==> config.mk <==
export PLATFORM = sky130hd
export DESIGN_NAME = wb_port_arbiter
export DESIGN_NICKNAME = d
export VERILOG_FILES = /design/src/rtl/wb_port_arbiter.sv
export SDC_FILE = /design/constraint.sdc
export NUM_CORES = 1
export LEC_CHECK = 0
export ABC_AREA = 1
export ABC_CLOCK_PERIOD_IN_PS = 8200
export BUFFER_PORTS_ARGS = -buffer_cell sky130_fd_sc_hd__buf_2
export CORE_ASPECT_RATIO = 1.4
export CORE_MARGIN = 5
export CORE_UTILIZATION = 45
export CTS_CLUSTER_DIAMETER = 120
export DETAILED_ROUTE_END_ITERATION = 6
export HOLD_SLACK_MARGIN = 0.1
export PLACE_DENSITY = 0.82
export SETUP_SLACK_MARGIN = 0.5
export SYNTH_ARGS = -nofsm -noshare
export SYNTH_HDL_FRONTEND = slang
export SYNTH_SLANG_ARGS = --single-unit
==> constraint.sdc <==
create_clock -name CLK_i -period 8.2 [get_ports CLK_i]
set_input_delay 2.46 -clock CLK_i [delete_from_list [all_inputs] [get_ports CLK_i]]
set_output_delay 2.46 -clock CLK_i [all_outputs]
set_load 0.02 [all_outputs]
==> src/rtl/wb_port_arbiter.sv <==
// -----------------------------------------------------------------------------
// wb_port_arbiter
//
// Arbitrates the single scalar register-file writeback port among NUM_FU
// out-of-order functional units. Each cycle one eligible requester wins. The
// lowest-index requester whose wait counter has reached MAX_WAIT wins first.
// Otherwise the winner is chosen round-robin, starting at the RR pointer.
// The winner is registered into a one-entry writeback slot. Speculative
// requests and speculative slot contents are squashed on flush.
//
// Optional build macro: WB_ARB_STATS_EN
//   Adds stall_cycles_o, a saturating count of cycles with requests pending
//   and no grant. Also adds grant_cnt_o, one saturating 16-bit grant counter
//   per FU.
//
// Ports:
//   CLK_i        clock
//   nRST_i       synchronous active-low reset
//   fu_req_i     per-FU writeback request
//   fu_spec_i    per-FU result is speculative (unresolved branch)
//   fu_reg_i     per-FU destination register, FU i at [i*REG_W +: REG_W]
//   fu_data_i    per-FU result data, FU i at [i*DATA_W +: DATA_W]
//   fu_ack_o     one-hot combinational grant
//   flush_i      branch miss, squash speculative work
//   wb_ready_i   register file consumes the slot this cycle
//   wb_valid_o   slot holds a result
//   wb_reg_o     slot destination register
//   wb_data_o    slot data
//   wb_fu_o      index of the FU that produced the slot
//   stall_cycles_o / grant_cnt_o   (WB_ARB_STATS_EN only)
// -----------------------------------------------------------------------------
module wb_port_arbiter #(
    parameter int NUM_FU   = 5,
    parameter int DATA_W   = 32,
    parameter int REG_W    = 5,
    parameter int MAX_WAIT = 7
) (
    input  logic                     CLK_i,
    input  logic                     nRST_i,
    input  logic [NUM_FU-1:0]        fu_req_i,
    input  logic [NUM_FU-1:0]        fu_spec_i,
    input  logic [NUM_FU*REG_W-1:0]  fu_reg_i,
    input  logic [NUM_FU*DATA_W-1:0] fu_data_i,
    output logic [NUM_FU-1:0]        fu_ack_o,
    input  logic                     flush_i,
    input  logic                     wb_ready_i,
    output logic                     wb_valid_o,
    output logic [REG_W-1:0]         wb_reg_o,
    output logic [DATA_W-1:0]        wb_data_o,
    output logic [2:0]               wb_fu_o
`ifdef WB_ARB_STATS_EN
    ,
    output logic [15:0]              stall_cycles_o,
    output logic [NUM_FU*16-1:0]     grant_cnt_o
`endif
);

    localparam int            IDX_W    = 3;
    localparam logic [3:0]    WAIT_MAX = 4'(MAX_WAIT);
    localparam logic [IDX_W:0] NUM_FU_W = (IDX_W+1)'(NUM_FU);

    logic                wb_valid_q, wb_valid_d;
    logic                wb_spec_q,  wb_spec_d;
    logic [REG_W-1:0]    wb_reg_q,   wb_reg_d;
    logic [DATA_W-1:0]   wb_data_q,  wb_data_d;
    logic [IDX_W-1:0]    wb_fu_q,    wb_fu_d;
    logic [IDX_W-1:0]    ptr_q,      ptr_d;
    logic [3:0]          wait_q [NUM_FU];
    logic [3:0]          wait_d [NUM_FU];

    logic                slot_free;
    logic [NUM_FU-1:0]   elig;
    logic [2*NUM_FU-1:0] elig_dbl, elig_shift;
    logic [NUM_FU-1:0]   elig_rot;
    logic                force_hit;
    logic [IDX_W-1:0]    force_idx;
    logic [IDX_W-1:0]    rr_off, rr_idx;
    logic [IDX_W:0]      rr_sum;
    logic [IDX_W-1:0]    win_idx;
    logic                grant_en;
    logic [NUM_FU-1:0]   ack;
    logic [REG_W-1:0]    sel_reg;
    logic [DATA_W-1:0]   sel_data;
    logic                sel_spec;

    assign slot_free = !wb_valid_q || wb_ready_i;
    assign elig      = fu_req_i & ~({NUM_FU{flush_i}} & fu_spec_i);

    // Winner selection: forced priority first, then round-robin from ptr_q.
    always_comb begin
        force_hit = 1'b0;
        force_idx = '0;
        for (int i = NUM_FU-1; i >= 0; i--) begin
            if (elig[i] && wait_q[i] == WAIT_MAX) begin
                force_hit = 1'b1;
                force_idx = IDX_W'(i);
            end
        end

        // Rotate the eligible vector so that bit 0 is the FU at ptr_q.
        elig_dbl   = {elig, elig};
        elig_shift = elig_dbl >> ptr_q;
        elig_rot   = elig_shift[NUM_FU-1:0];
        rr_off     = '0;
        for (int k = NUM_FU-1; k >= 0; k--) begin
            if (elig_rot[k]) rr_off = IDX_W'(k);
        end
        rr_sum = {1'b0, ptr_q} + {1'b0, rr_off};
        rr_idx = (rr_sum >= NUM_FU_W) ? IDX_W'(rr_sum - NUM_FU_W) : IDX_W'(rr_sum);

        win_idx  = force_hit ? force_idx : rr_idx;
        // nRST_i gates the grant so that acks drop in the same cycle reset asserts.
        grant_en = nRST_i && slot_free && (|elig);
        ack      = grant_en ? (NUM_FU'(1) << win_idx) : '0;
    end

    assign fu_ack_o = ack;

    always_comb begin
        sel_reg  = '0;
        sel_data = '0;
        sel_spec = 1'b0;
        for (int i = 0; i < NUM_FU; i++) begin
            if (win_idx == IDX_W'(i)) begin
                sel_reg  = fu_reg_i[i*REG_W +: REG_W];
                sel_data = fu_data_i[i*DATA_W +: DATA_W];
                sel_spec = fu_spec_i[i];
            end
        end
    end

    always_comb begin
        wb_valid_d = wb_valid_q;
        wb_spec_d  = wb_spec_q;
        wb_reg_d   = wb_reg_q;
        wb_data_d  = wb_data_q;
        wb_fu_d    = wb_fu_q;
        ptr_d      = ptr_q;
        if (grant_en) begin
            wb_valid_d = 1'b1;
            wb_spec_d  = sel_spec;
            wb_reg_d   = sel_reg;
            wb_data_d  = sel_data;
            wb_fu_d    = win_idx;
            ptr_d      = (win_idx == IDX_W'(NUM_FU-1)) ? '0 : win_idx + 1'b1;
        end else if (slot_free || (flush_i && wb_spec_q)) begin
            // The slot drained with no refill, or a stalled speculative slot is squashed.
            wb_valid_d = 1'b0;
            wb_spec_d  = 1'b0;
        end

        for (int i = 0; i < NUM_FU; i++) begin
            if (!fu_req_i[i] || ack[i] || (flush_i && fu_spec_i[i]))
                wait_d[i] = 4'd0;
            else if (wait_q[i] != WAIT_MAX)
                wait_d[i] = wait_q[i] + 4'd1;
            else
                wait_d[i] = wait_q[i];
        end
    end

    always_ff @(posedge CLK_i) begin
        if (!nRST_i) begin
            wb_valid_q <= 1'b0;
            wb_spec_q  <= 1'b0;
            wb_reg_q   <= '0;
            wb_data_q  <= '0;
            wb_fu_q    <= '0;
            ptr_q      <= '0;
            for (int i = 0; i < NUM_FU; i++) wait_q[i] <= 4'd0;
        end else begin
            wb_valid_q <= wb_valid_d;
            wb_spec_q  <= wb_spec_d;
            wb_reg_q   <= wb_reg_d;
            wb_data_q  <= wb_data_d;
            wb_fu_q    <= wb_fu_d;
            ptr_q      <= ptr_d;
            for (int i = 0; i < NUM_FU; i++) wait_q[i] <= wait_d[i];
        end
    end

    assign wb_valid_o = wb_valid_q;
    assign wb_reg_o   = wb_reg_q;
    assign wb_data_o  = wb_data_q;
    assign wb_fu_o    = wb_fu_q;

`ifdef WB_ARB_STATS_EN
    logic [15:0] stall_q, stall_d;
    logic [15:0] gcnt_q [NUM_FU];
    logic [15:0] gcnt_d [NUM_FU];

    always_comb begin
        stall_d = stall_q;
        if ((|fu_req_i) && !grant_en && stall_q != 16'hFFFF)
            stall_d = stall_q + 16'd1;
        for (int i = 0; i < NUM_FU; i++) begin
            gcnt_d[i] = gcnt_q[i];
            if (ack[i] && gcnt_q[i] != 16'hFFFF)
                gcnt_d[i] = gcnt_q[i] + 16'd1;
        end
    end

    always_ff @(posedge CLK_i) begin
        if (!nRST_i) begin
            stall_q <= '0;
            for (int i = 0; i < NUM_FU; i++) gcnt_q[i] <= '0;
        end else begin
            stall_q <= stall_d;
            for (int i = 0; i < NUM_FU; i++) gcnt_q[i] <= gcnt_d[i];
        end
    end

    always_comb begin
        grant_cnt_o = '0;
        for (int i = 0; i < NUM_FU; i++) grant_cnt_o[i*16 +: 16] = gcnt_q[i];
    end

    assign stall_cycles_o = stall_q;
`endif

endmodule
==> impl_results.md <==
* Status: finished with violations
* Failing checks: setup timing
* YS warnings at 0
* Die area at 15300 µm²
* #FFs+latches synth at 65
* Post-synthesis mux area share at 0.3449%
* # IOs at 245
* Initial antenna violation count at 2
* Synthesized net count at 1306
* Worst slew pin tran at 0.8389 ns
* Post-synth EDFFs at 0
* Req. time, crit path at 5.74 ns
* Arrival @ worst endpoint at 5.75 ns
* Simple-Gate Fraction of Synth Area at 47.86%
* GPL Wtd Cong at 0.8875
* RSZ-0062 raised after global routing: true
* Top FF cell, synth: dfxtp_1
* Hold path cells at 2
* Gate Count Post-Synth at 1091
* Drt wl/cell at 13.20 µm
* # fillers at 1295
* Global-route wire length before repair at 30.54 mm
* Clk_lat worst skew at 0.33 ns
* Crit. path cell count at 24
* Synthesized area at 5804 µm²
* Reg area at 1301 µm²
* Worst setup SP type: primary input
* Final min period at 8.205 ns
* Path depth of the worst reg2reg path at 27
* Post-Synth XOR/XNOR Area at 0.4527%
* Max stage delay cell, worst path: fa_1
* Row count at 49
* Combinational family with the most area after synthesis: simple AND/OR/NAND/NOR gates
* Crit. End Element: output pin
* Overflow after GRT at 0
* H-tree levels at 3
* Vias per Instance at 4.963
* Nets at 1529
* Endpoints failing setup at 1
* Clk slew on worst S/H paths at 0.05 ns
* Final period util at 100.1%
* Relative slew slack at 44.07%
* Fmax at 121.9 MHz
* Area delta synth->final at 32.38%
* WHS at 0.4582 ns
* Die W at 106.0 µm
* Num CTS Buffers at 9
* Most common cell after layout, fill and taps aside: nand2_1
* CTS Root Cell: clkbuf_16
* Largest net degree at the start of global routing at 78
* Async S/R FF share, synth at 0%
* Clock Sinks at 65
* CP Buf/Inv Count at 5
* Hold-fix buffer count after cts at 0
* First drt pass iteration count at 5
* Post-Synth Adder-Cell Area at 3.578%
* Final core area utilization at 60.25%
* Max clock buf depth at 2
* Commonest cells after routing, fill and taps aside: 334 x nand2_1, 236 x buf_2, 172 x inv_1
* Seq/Total Area, Yosys at 22.42%
* Antenna viol nets, final at 0
* Largest delay share family, worst path: compound AO/OA/AOI/OAI gates
* Clock skew at 0.007628 ns
* Setup ws final at -0.005095 ns
* Via count at 7306
* Unique masters post-synth at 36
* Starting DRT DRC Count at 358
* Syn avg cell area at 5.320 µm²
* Crit path max fanout at 6
* Global-route usage over all layers at 24.60%
* Multi-input logic area at 3700 µm²
* Post-detail-place hpwl at 14.04 mm
* CTS tree: yes
* CP Class: primary input to output pin
* Drt drc at 0
* Chip height at 144.4 µm
* Post-Place Setup Slack at -0.08090 ns
* Slowest Stage Delay on Critical Path at 0.42 ns
* Number of global-route vias before repair at 6644
* Initial Util at 45.52%
* Core ar. at 12750 µm²
* Final Max Slew Viols at 0
* Total routed wirelength at 19.44 mm
* Hold crit path type: register to register
* Final setup TNS at -0.005095 ns
* # port buffers at 244
* Share of cells above drive strength 1 at 25.93%
* Synth Area in Compound Gates at 8.256%
* Crit-path cells: buf_12, a21oi_4, nand2_2, o21ai_2, nand2_1, o21ai_1, nor2_1, a31oi_1, nand2_1, a21boi_2, ha_2, fa_1, inv_2, ha_4, inv_2, o21ai_2, nand2_2, o21ai_1, a22o_1, ha_2, ha_4, inv_4, nor2_4, buf_6
* Hold Vio Cnt, Final at 0
* Diode count at 0
* MaxCap Viol Count at 0
metal layers:
layer / routed length [µm] / share of wire (%) / up-vias / global-route usage [%]
met1: 7301 / 38 / 3219 / 27.46
met3: 1159 / 6.0 / 54 / 4.243
met4: 711 / 3.7 / 4 / 13.64
li1: - / - / 3773 / -
met5: 27 / 0.14 / - / 0
met2: 10240 / 53 / 256 / 44.35
state kept, by name, summed over array words and instances, names as in the netlist:
register    count
ptr_q           3
wait_q         20
wb_data_o      32
wb_fu_o         3
wb_reg_o        5
wb_spec_q       1
wb_valid_o      1
worst register-to-register path: cells and delay by family (launching register included):
| kind | cells | cell delay, ns |
|---|---|---|
| flip-flops | 1 | 0.53 |
| AND/OR/NAND/NOR | 9 | 0.83 |
| multiplexers | 1 | 0.13 |
| adder cells (fa/ha/maj) | 4 | 1.10 |
| buffers and inverters | 6 | 1.10 |
| AO/OA/AOI/OAI | 7 | 1.00 |
Yosys cell counts, types with 6 or more instances:
cell type,number,area [µm²]
inv_1,178,668.1
nand2_1,340,1276
nor2_1,145,544.3
ha_1,15,187.7
dfxtp_1,65,1301
o21ai_0,25,125.1
nand2_2,6,37.54
a21oi_1,52,260.3
nand3_1,168,840.8
buf_2,19,95.09
clkbuf_1,34,127.6
final cells by class:
cell class	count	area share [%]
inverters	181	8.907
flip-flops and latches	65	16.94
well taps	153	2.491
clock buffers	9	2.931
multi-input cells	780	48.15
clock inverters	7	0.6025
repair buffers	277	19.98
through the flow:
step	instances	instance area [µm²]
2_1_floorplan	1091	5948
3_3_place_gp	1446	7193
3_5_place_dp	1446	7193
4_1_cts	1469	7631
5_1_grt	1472	7684
6_report	1472	7684
path summary, 6_finish.rpt:
kind | from | to | slack, ns
setup / recovery | flush_i | fu_ack_o[3] | -0.005
hold / removal | wb_data_o[26] | wb_data_o[26] | 0.46
setup reg to reg | ptr_q[0] | wb_data_o[25] | 3.38
hold reg to reg | wb_data_o[26] | wb_data_o[26] | 0.46
logic make-up after synthesis:
group,Yosys count
simple gates,670
buf+inv,246
compound gates,89
flops,65
fa+ha+maj,16
xor+xnor,3
mux,2
repair_timing:
action                                 4_1_cts  5_1_grt
setup buffers                                7        3
gates resized for setup                     31        9
endpoints found under the hold margin        0        0
setup endpoints to repair                    5        5
pin swaps                                   20        8
Power is left out: the tool's default activity adds up to more than one toggle a clock period on the data nets, which glitch-free logic cannot reach.
